### src/rtl/uart_tx.sv
// UART serial transmitter.
// Sends LSB-first frames built from a start bit, DBIT data bits, an optional
// parity bit and a stop period of SB_TICK ticks. One bit lasts 16 rising
// edges of the 16x oversampling tick s_tick. s_tick is only used as an
// enable, so every register here is clocked by clk.
module uart_tx #(
   parameter int DBIT    = 8,   // data bits per frame, 5..8
   parameter int SB_TICK = 16,  // stop length in ticks: 16, 24 or 32
   parameter int PARITY  = 0    // 0 = none, 1 = even, 2 = odd
) (
   input  logic            clk,
   input  logic            reset,
   input  logic            s_tick,
   input  logic            tx_start,
   input  logic [DBIT-1:0] din,
   output logic            tx_busy,
   output logic            tx_done_tick,
   output logic            tx
);

   typedef enum logic [2:0] {
      IDLE,
      START,
      DATA,
      PAR,
      STOP
   } state_t;

   // Last tick index of one bit period, last data bit index and last stop tick.
   localparam logic [4:0] BIT_LAST  = 5'd15;
   localparam logic [2:0] DATA_LAST = 3'(DBIT - 1);
   localparam logic [4:0] STOP_LAST = 5'(SB_TICK - 1);
   localparam logic       HAS_PAR   = (PARITY != 0);
   localparam logic       ODD_PAR   = (PARITY == 2);

   state_t          state;
   logic [4:0]      s_cnt;
   logic [2:0]      n_cnt;
   logic [DBIT-1:0] b;
   logic            par_acc;
   logic            s_tick_d;
   logic            tick_en;
   logic            par_next;

   // A tick is a rising edge of s_tick, so a toggling ticker held high counts once.
   assign tick_en = s_tick & ~s_tick_d;

   // Parity including the data bit that is finishing right now.
   assign par_next = par_acc ^ b[0];

   // Delay s_tick by one clk for rising-edge detection.
   always_ff @(posedge clk or negedge reset) begin
      if (!reset) begin
         s_tick_d <= 1'b0;
      end else begin
         s_tick_d <= s_tick;
      end
   end

   // Frame sequencer; tx, tx_busy and tx_done_tick are set on each transition
   // so the serial line is driven straight from a flop and never glitches.
   always_ff @(posedge clk or negedge reset) begin
      if (!reset) begin
         state        <= IDLE;
         s_cnt        <= 5'd0;
         n_cnt        <= 3'd0;
         b            <= '0;
         par_acc      <= 1'b0;
         tx           <= 1'b1;
         tx_busy      <= 1'b0;
         tx_done_tick <= 1'b0;
      end else begin
         tx_done_tick <= 1'b0;
         case (state)
            IDLE: begin
               tx      <= 1'b1;
               tx_busy <= 1'b0;
               // The cycle in which tx_done_tick is high still counts as busy,
               // so a request seen then waits for the following clk.
               if (tx_start && !tx_done_tick) begin
                  b       <= din;
                  s_cnt   <= 5'd0;
                  n_cnt   <= 3'd0;
                  par_acc <= 1'b0;
                  tx      <= 1'b0;
                  tx_busy <= 1'b1;
                  state   <= START;
               end
            end

            START: begin
               if (tick_en) begin
                  if (s_cnt == BIT_LAST) begin
                     s_cnt <= 5'd0;
                     n_cnt <= 3'd0;
                     tx    <= b[0];
                     state <= DATA;
                  end else begin
                     s_cnt <= s_cnt + 5'd1;
                  end
               end
            end

            DATA: begin
               if (tick_en) begin
                  if (s_cnt == BIT_LAST) begin
                     s_cnt   <= 5'd0;
                     b       <= b >> 1;
                     par_acc <= par_next;
                     if (n_cnt == DATA_LAST) begin
                        if (HAS_PAR) begin
                           tx    <= par_next ^ ODD_PAR;
                           state <= PAR;
                        end else begin
                           tx    <= 1'b1;
                           state <= STOP;
                        end
                     end else begin
                        n_cnt <= n_cnt + 3'd1;
                        tx    <= b[1];
                     end
                  end else begin
                     s_cnt <= s_cnt + 5'd1;
                  end
               end
            end

            PAR: begin
               if (tick_en) begin
                  if (s_cnt == BIT_LAST) begin
                     s_cnt <= 5'd0;
                     tx    <= 1'b1;
                     state <= STOP;
                  end else begin
                     s_cnt <= s_cnt + 5'd1;
                  end
               end
            end

            STOP: begin
               tx <= 1'b1;
               if (tick_en) begin
                  if (s_cnt == STOP_LAST) begin
                     s_cnt        <= 5'd0;
                     tx_done_tick <= 1'b1;
                     state        <= IDLE;
                  end else begin
                     s_cnt <= s_cnt + 5'd1;
                  end
               end
            end

            default: begin
               tx      <= 1'b1;
               tx_busy <= 1'b0;
               s_cnt   <= 5'd0;
               state   <= IDLE;
            end
         endcase
      end
   end

endmodule

### config.mk
export PLATFORM = sky130hd
export DESIGN_NAME = uart_tx
export DESIGN_NICKNAME = d
export VERILOG_FILES = /design/src/rtl/uart_tx.sv
export SDC_FILE = /design/constraint.sdc
export NUM_CORES = 1
export LEC_CHECK = 0
export ABC_AREA = 1
export ABC_CLOCK_PERIOD_IN_PS = 3500
export CAP_MARGIN = 30
export CORE_MARGIN = 3
export CORE_UTILIZATION = 59
export DETAILED_ROUTE_END_ITERATION = 10
export HOLD_SLACK_MARGIN = 0.08
export PLACE_DENSITY = 0.85
export SYNTH_ARGS = -nofsm -noshare
export SYNTH_HDL_FRONTEND = slang
export SYNTH_SLANG_ARGS = --single-unit
### constraint.sdc
create_clock -name clk -period 3.5 [get_ports clk]
set_input_delay 0.7 -clock clk [delete_from_list [all_inputs] [get_ports clk]]
set_output_delay 0.7 -clock clk [all_outputs]
set_load 0.03 [all_outputs]
* Yosys cells after proc, flatten, opt, wreduce, memory -nomap -nowiden *
Cells that the tools add are included.

storage, ports and cells
  bits in writable memories = 0
  bits of input ports = 12
  ROM bits = 0
  bits in latches = 0
  output and inout bits = 3
  bits in registers = 23
  memories = 0

operators by class
  mux-type cells = 38
  order comparisons = 0
  shifts and indexed selects = 0
  bitwise operators = 2
  divide/modulo/power cells = 0
  eq/ne operators = 18
  $mul = 0
  add/subtract/negate cells = 2
  reductions and logical operators = 11

operators by type and width
  operator             number
  $mux 3               14
  $mux 8               3
  $ne 2x2->1 const B   11
  $pmux 8 s2           1
  $mux 5               3
  $pmux 3 s5           1
  $mux 1               12
  $pmux 5 s2           1
  $reduce_and 10->1    1
  $pmux 3 s3           1
  $reduce_and 7->1     1
  $eq 3x2->1 const B   2
  $eq 3x3->1 const B   2
  $reduce_and 6->1     1
  $add 5x1->5 const B  1
  $eq 5x4->1 const B   1
  $pmux 1 s4           1
  $reduce_and 4->1     1
  $reduce_or 4->1      1
  $add 3x1->3 const B  1
  $eq 3x1->1 const B   1
  $logic_not 3->1      1
  $reduce_bool 3->1    1
  $ne 2x1->1 const B   1
  other kinds (7)      7

* Depth between registers and ports, before layout *
  depth after elaboration = 5
  depth in mapped cells = 9
  gate-level depth less buffers = 9

* Least setup slack after synthesis *
No wires, ideal clock.

  path type = input -> register
  from = in s_tick
  to = reg b[1]
  cell stages on the path = 6
  arrival = 1.405 ns
  path buffers = 1
  setup slack = 1.969 ns
  path through = inv_1 > nor2_1 > nand3_2 > o21ai_4 > buf_6 > o21ai_0

between the ends
  word-level cells in the longest chain between the ends = 3

RTL lines
  what                        line  text
  from (decl)                 13    input logic s_tick,
  $and 1x1->1                 46    assign tick_en = s_tick & ~s_tick_d;
  $ne 2x2->1 (no line)        n/a
  $reduce_and 4->1 (no line)  n/a
  to (signal assigned)        81    b <= din;
  to (signal assigned)        108   b <= b >> 1;
  to (decl)                   39    logic [DBIT-1:0] b;

No other way between the ends.
A chain may end at the register's enable or synchronous reset.

* Final worst setup path *
  from = reg tx
  to = out tx

RTL lines
  what                    line  text
  from (decl)             18    output logic tx
  from (signal assigned)  96    tx <= b[0];
  from (signal assigned)  112   tx <= par_next ^ ODD_PAR;
  from (signal assigned)  120   tx <= b[1];

No word-level cell between the ends.

==> summary.md <==
| Metric | Value |
|---|---|
| IO Port Bufs | `14` |
| GR Util met3 | `approximately 2.8%` |
| Fin crit period | `2.23 ns` |
| CTS Buf Count | `3` |
| CP Data Arrival Time | `1.53 ns` |
| Tot GR Track Use | `20.8%` |
| Layout filler cell count | `~160` |
| Die width | `52.8 um` |
| Grt peak-use layer | `met2` |
| Crit path max-delay family | `buffers and inverters` |
| Final count of negative-setup-slack endpoints | `0` |
| Yosys reg bits | `23` |
| Slew Viols, Final | `0` |
| Gate count after technology mapping | `172` |
| Share of layout cells above drive strength 1 | `8.51%` |
| Die area | `2790 um2` |
| Final Cell Area | `between 1000 and 1500 um2` |
| Initial antenna violation count | `0` |
| Drt first pass iters | `4` |
| Peak Freq | `roughly 450 MHz` |
| Worst slew margin | `73.8%` |
| Leakage power total | `0.772 nW` |
| Final Cycle Share | `63.6%` |
| Routed via count | `1151` |
| Status | `completed` |
| # diodes | `0` |
| Largest net degree at the start of global routing | `21` |
| Synthesized area per cell | `7.52 um2` |
| WS Path Type | `reg2out` |
| Cell area after synthesis | `1290 um2` |
| Post-synthesis sequential area ratio | `44.6%` |
| H-tree depth | `1` |
| Hold Crit Class | `reg2reg` |
| Setup Skew | `about 0.0027 ns` |
| Die H | `~53 um` |
| Most frequent cells in the layout | `62 x nand2_1, 22 x dfrtp_1, 21 x inv_1, 14 x nor2_1, 14 x clkdlybuf4s50_1` |
| Hold buffer count at cts | `0` |
| CTS tree | `built` |
| Synth top area cells | `dfrtp_1 43%, nand2_1 18%, inv_1 6.1%, nor2_1 4.1%, o21ai_1 3.9%` |
| IO Count | `15` |
| Clock transition at the registers of the reported paths | `0.13 ns` |
| Routability Congestion | `0.952` |
| Final Hold Slack | `0.487 ns` |
| Iter 0 DRT Violations | `19` |
| GRT met1 Usage | `25.5%` |
| Max cap viols | `0` |
| Slowest stage cell, crit path | `clkdlybuf4s50_1` |
| Post-route DRC | `0` |
| Synth top area share | `42.6%` |
| Area leader, netlist | `dfrtp_1` |
| Global-route wire length before repair | `4.31 mm` |
| Routed WL | `2.48 mm` |
| Congestion Overflow GR | `0` |
| Clock Latency Late Sink | `0.31 ns` |
| DR vias/cell | `5.35` |
| Fin nets | `approximately 200` |
| Wire per inst | `11.5 um` |
| Clock Tree Buf Depth | `2` |
| RSZ-0062 raised after global routing | `false` |
| Total power | `1.03 mW` |
| CP Cell Sequence | `clkdlybuf4s50_1` |
| Final ANT Viol Nets | `0` |
| Final hold vios | `0` |
| M2 GR Usage | `36.2%` |
| Setup TNS | `0 ns` |
| Num Clock Sinks | `23` |
| CTS root buffer | `clkbuf_4` |
| Placed inst area | `1450 um2` |
| Setup Buffers After CTS | `0` |
| CP bufs+invs | `1` |
| Resize count post-CTS | `0` |
| Worst-margin pin slew | `0.391 ns` |
| CP Max Fanout | `2` |
| DP HPWL | `1.89 mm` |
| P&R area growth vs syn | `14.1%` |
| Peak VDD IR | `about 0.0004 V` |
| Net count after synthesis | `187` |
| Commonest non-fill, non-tap cell in the layout | `nand2_1` |
| Worst path max stage delay | `around 0.66 ns` |
| Synth cell types | `21` |
| Yosys Warn Count | `0` |
| Worst setup SP type | `flop` |
| Worst setup EP type | `primary output` |
| Critical path required time | `2.80 ns` |
| Initial Util | `64.0%` |
| Vias in the first global route | `1063` |
| Power density over the cells | `699 nW/um2` |
| Rows | `16` |
| Core Box Area | `approximately 2000 um2` |
-- state kept, by name, summed over array words and instances, names as in the netlist --
name and flops:
b 8, s_cnt 5, n_cnt 3, state 3
s_tick_d 1, tx 1, tx_busy 1, tx_done_tick 1
-- synth_stat cells, drive strengths merged --
cell type / count
nand2: 63
inv: 23
dfrtp: 22
o21ai: 20
nor2: 16
nand3: 11
nand4: 6
buf: 3
ha: 3
a21oi: 2
a21boi: 1
dfstp: 1
xor2: 1
-- cell families (layout without fill, tap and decap cells) --
group,Yosys count,in the layout,synth area share (%)
buffers and inverters,26,42,9.28
AND/OR/NAND/NOR,96,96,32.3
flip-flops,23,23,44.6
adder cells (fa/ha/maj),3,3,2.90
AO/OA/AOI/OAI,23,23,10.3
XOR/XNOR,1,1,0.677
-- stage by stage --
stage | utilization, % | worst slack [ns] | cells
floorplan | - | 1.97 | 172
global placement | 70.9 | 1.37 | 210
detailed placement | 71.7 | 1.26 | 211
CTS | 73.0 | 1.27 | 215
global route | 73.0 | 1.23 | 215
finish | 73.0 | 1.27 | 215
-- final cells by class --
type,instances,area [um2],share of cell area [%]
inverters,23,86.3,5.85
repair buffers,15,155,10.5
flip-flops and latches,23,577,39.1
multi-input cells,123,597,40.4
well taps,27,33.8,2.29
clock inverters,1,5.00,0.339
clock buffers,3,22.5,1.53
-- tightest hold or removal path, stage by stage, from the launching register on --
cell	delay [ns]
dfrtp_1	0.36
nand2_1	0.05
nand2_1	0.05
-- worst paths after layout --
path	start	end	slack [ns]	cells after the start
hold reg to reg	tx_busy$_DFFE_PN0N_	tx_busy$_DFFE_PN0N_	0.49	2
min in group asynchronous	reset	tx_done_tick$_DFF_PN0_	0.65	1
setup / recovery	tx$_DFFE_PN1P_	tx	1.27	1
max in group asynchronous	reset	b[2]$_DFFE_PN0P_	2.41	2
hold / removal	tx_busy$_DFFE_PN0N_	tx_busy$_DFFE_PN0N_	0.49	2
setup reg to reg	s_cnt[0]$_DFFE_PN0P_	b[6]$_DFFE_PN0P_	1.86	7
-- where the power goes --
part	internal [mW]	leakage [nW]	switching, mW
Sequential	0.354	0.295	0.0520
Clock	0.0427	0.0177	0.0842
Combinational	0.170	0.459	0.329
Total	0.567	0.772	0.465
-- layer usage --
metal	vias to the layer above	share of wire (%)
li1	579	-
met1	540	45
met2	26	49
met3	6	4.2
met4	0	1.7
met5	-	0
(Power assumes the default switching activity.)
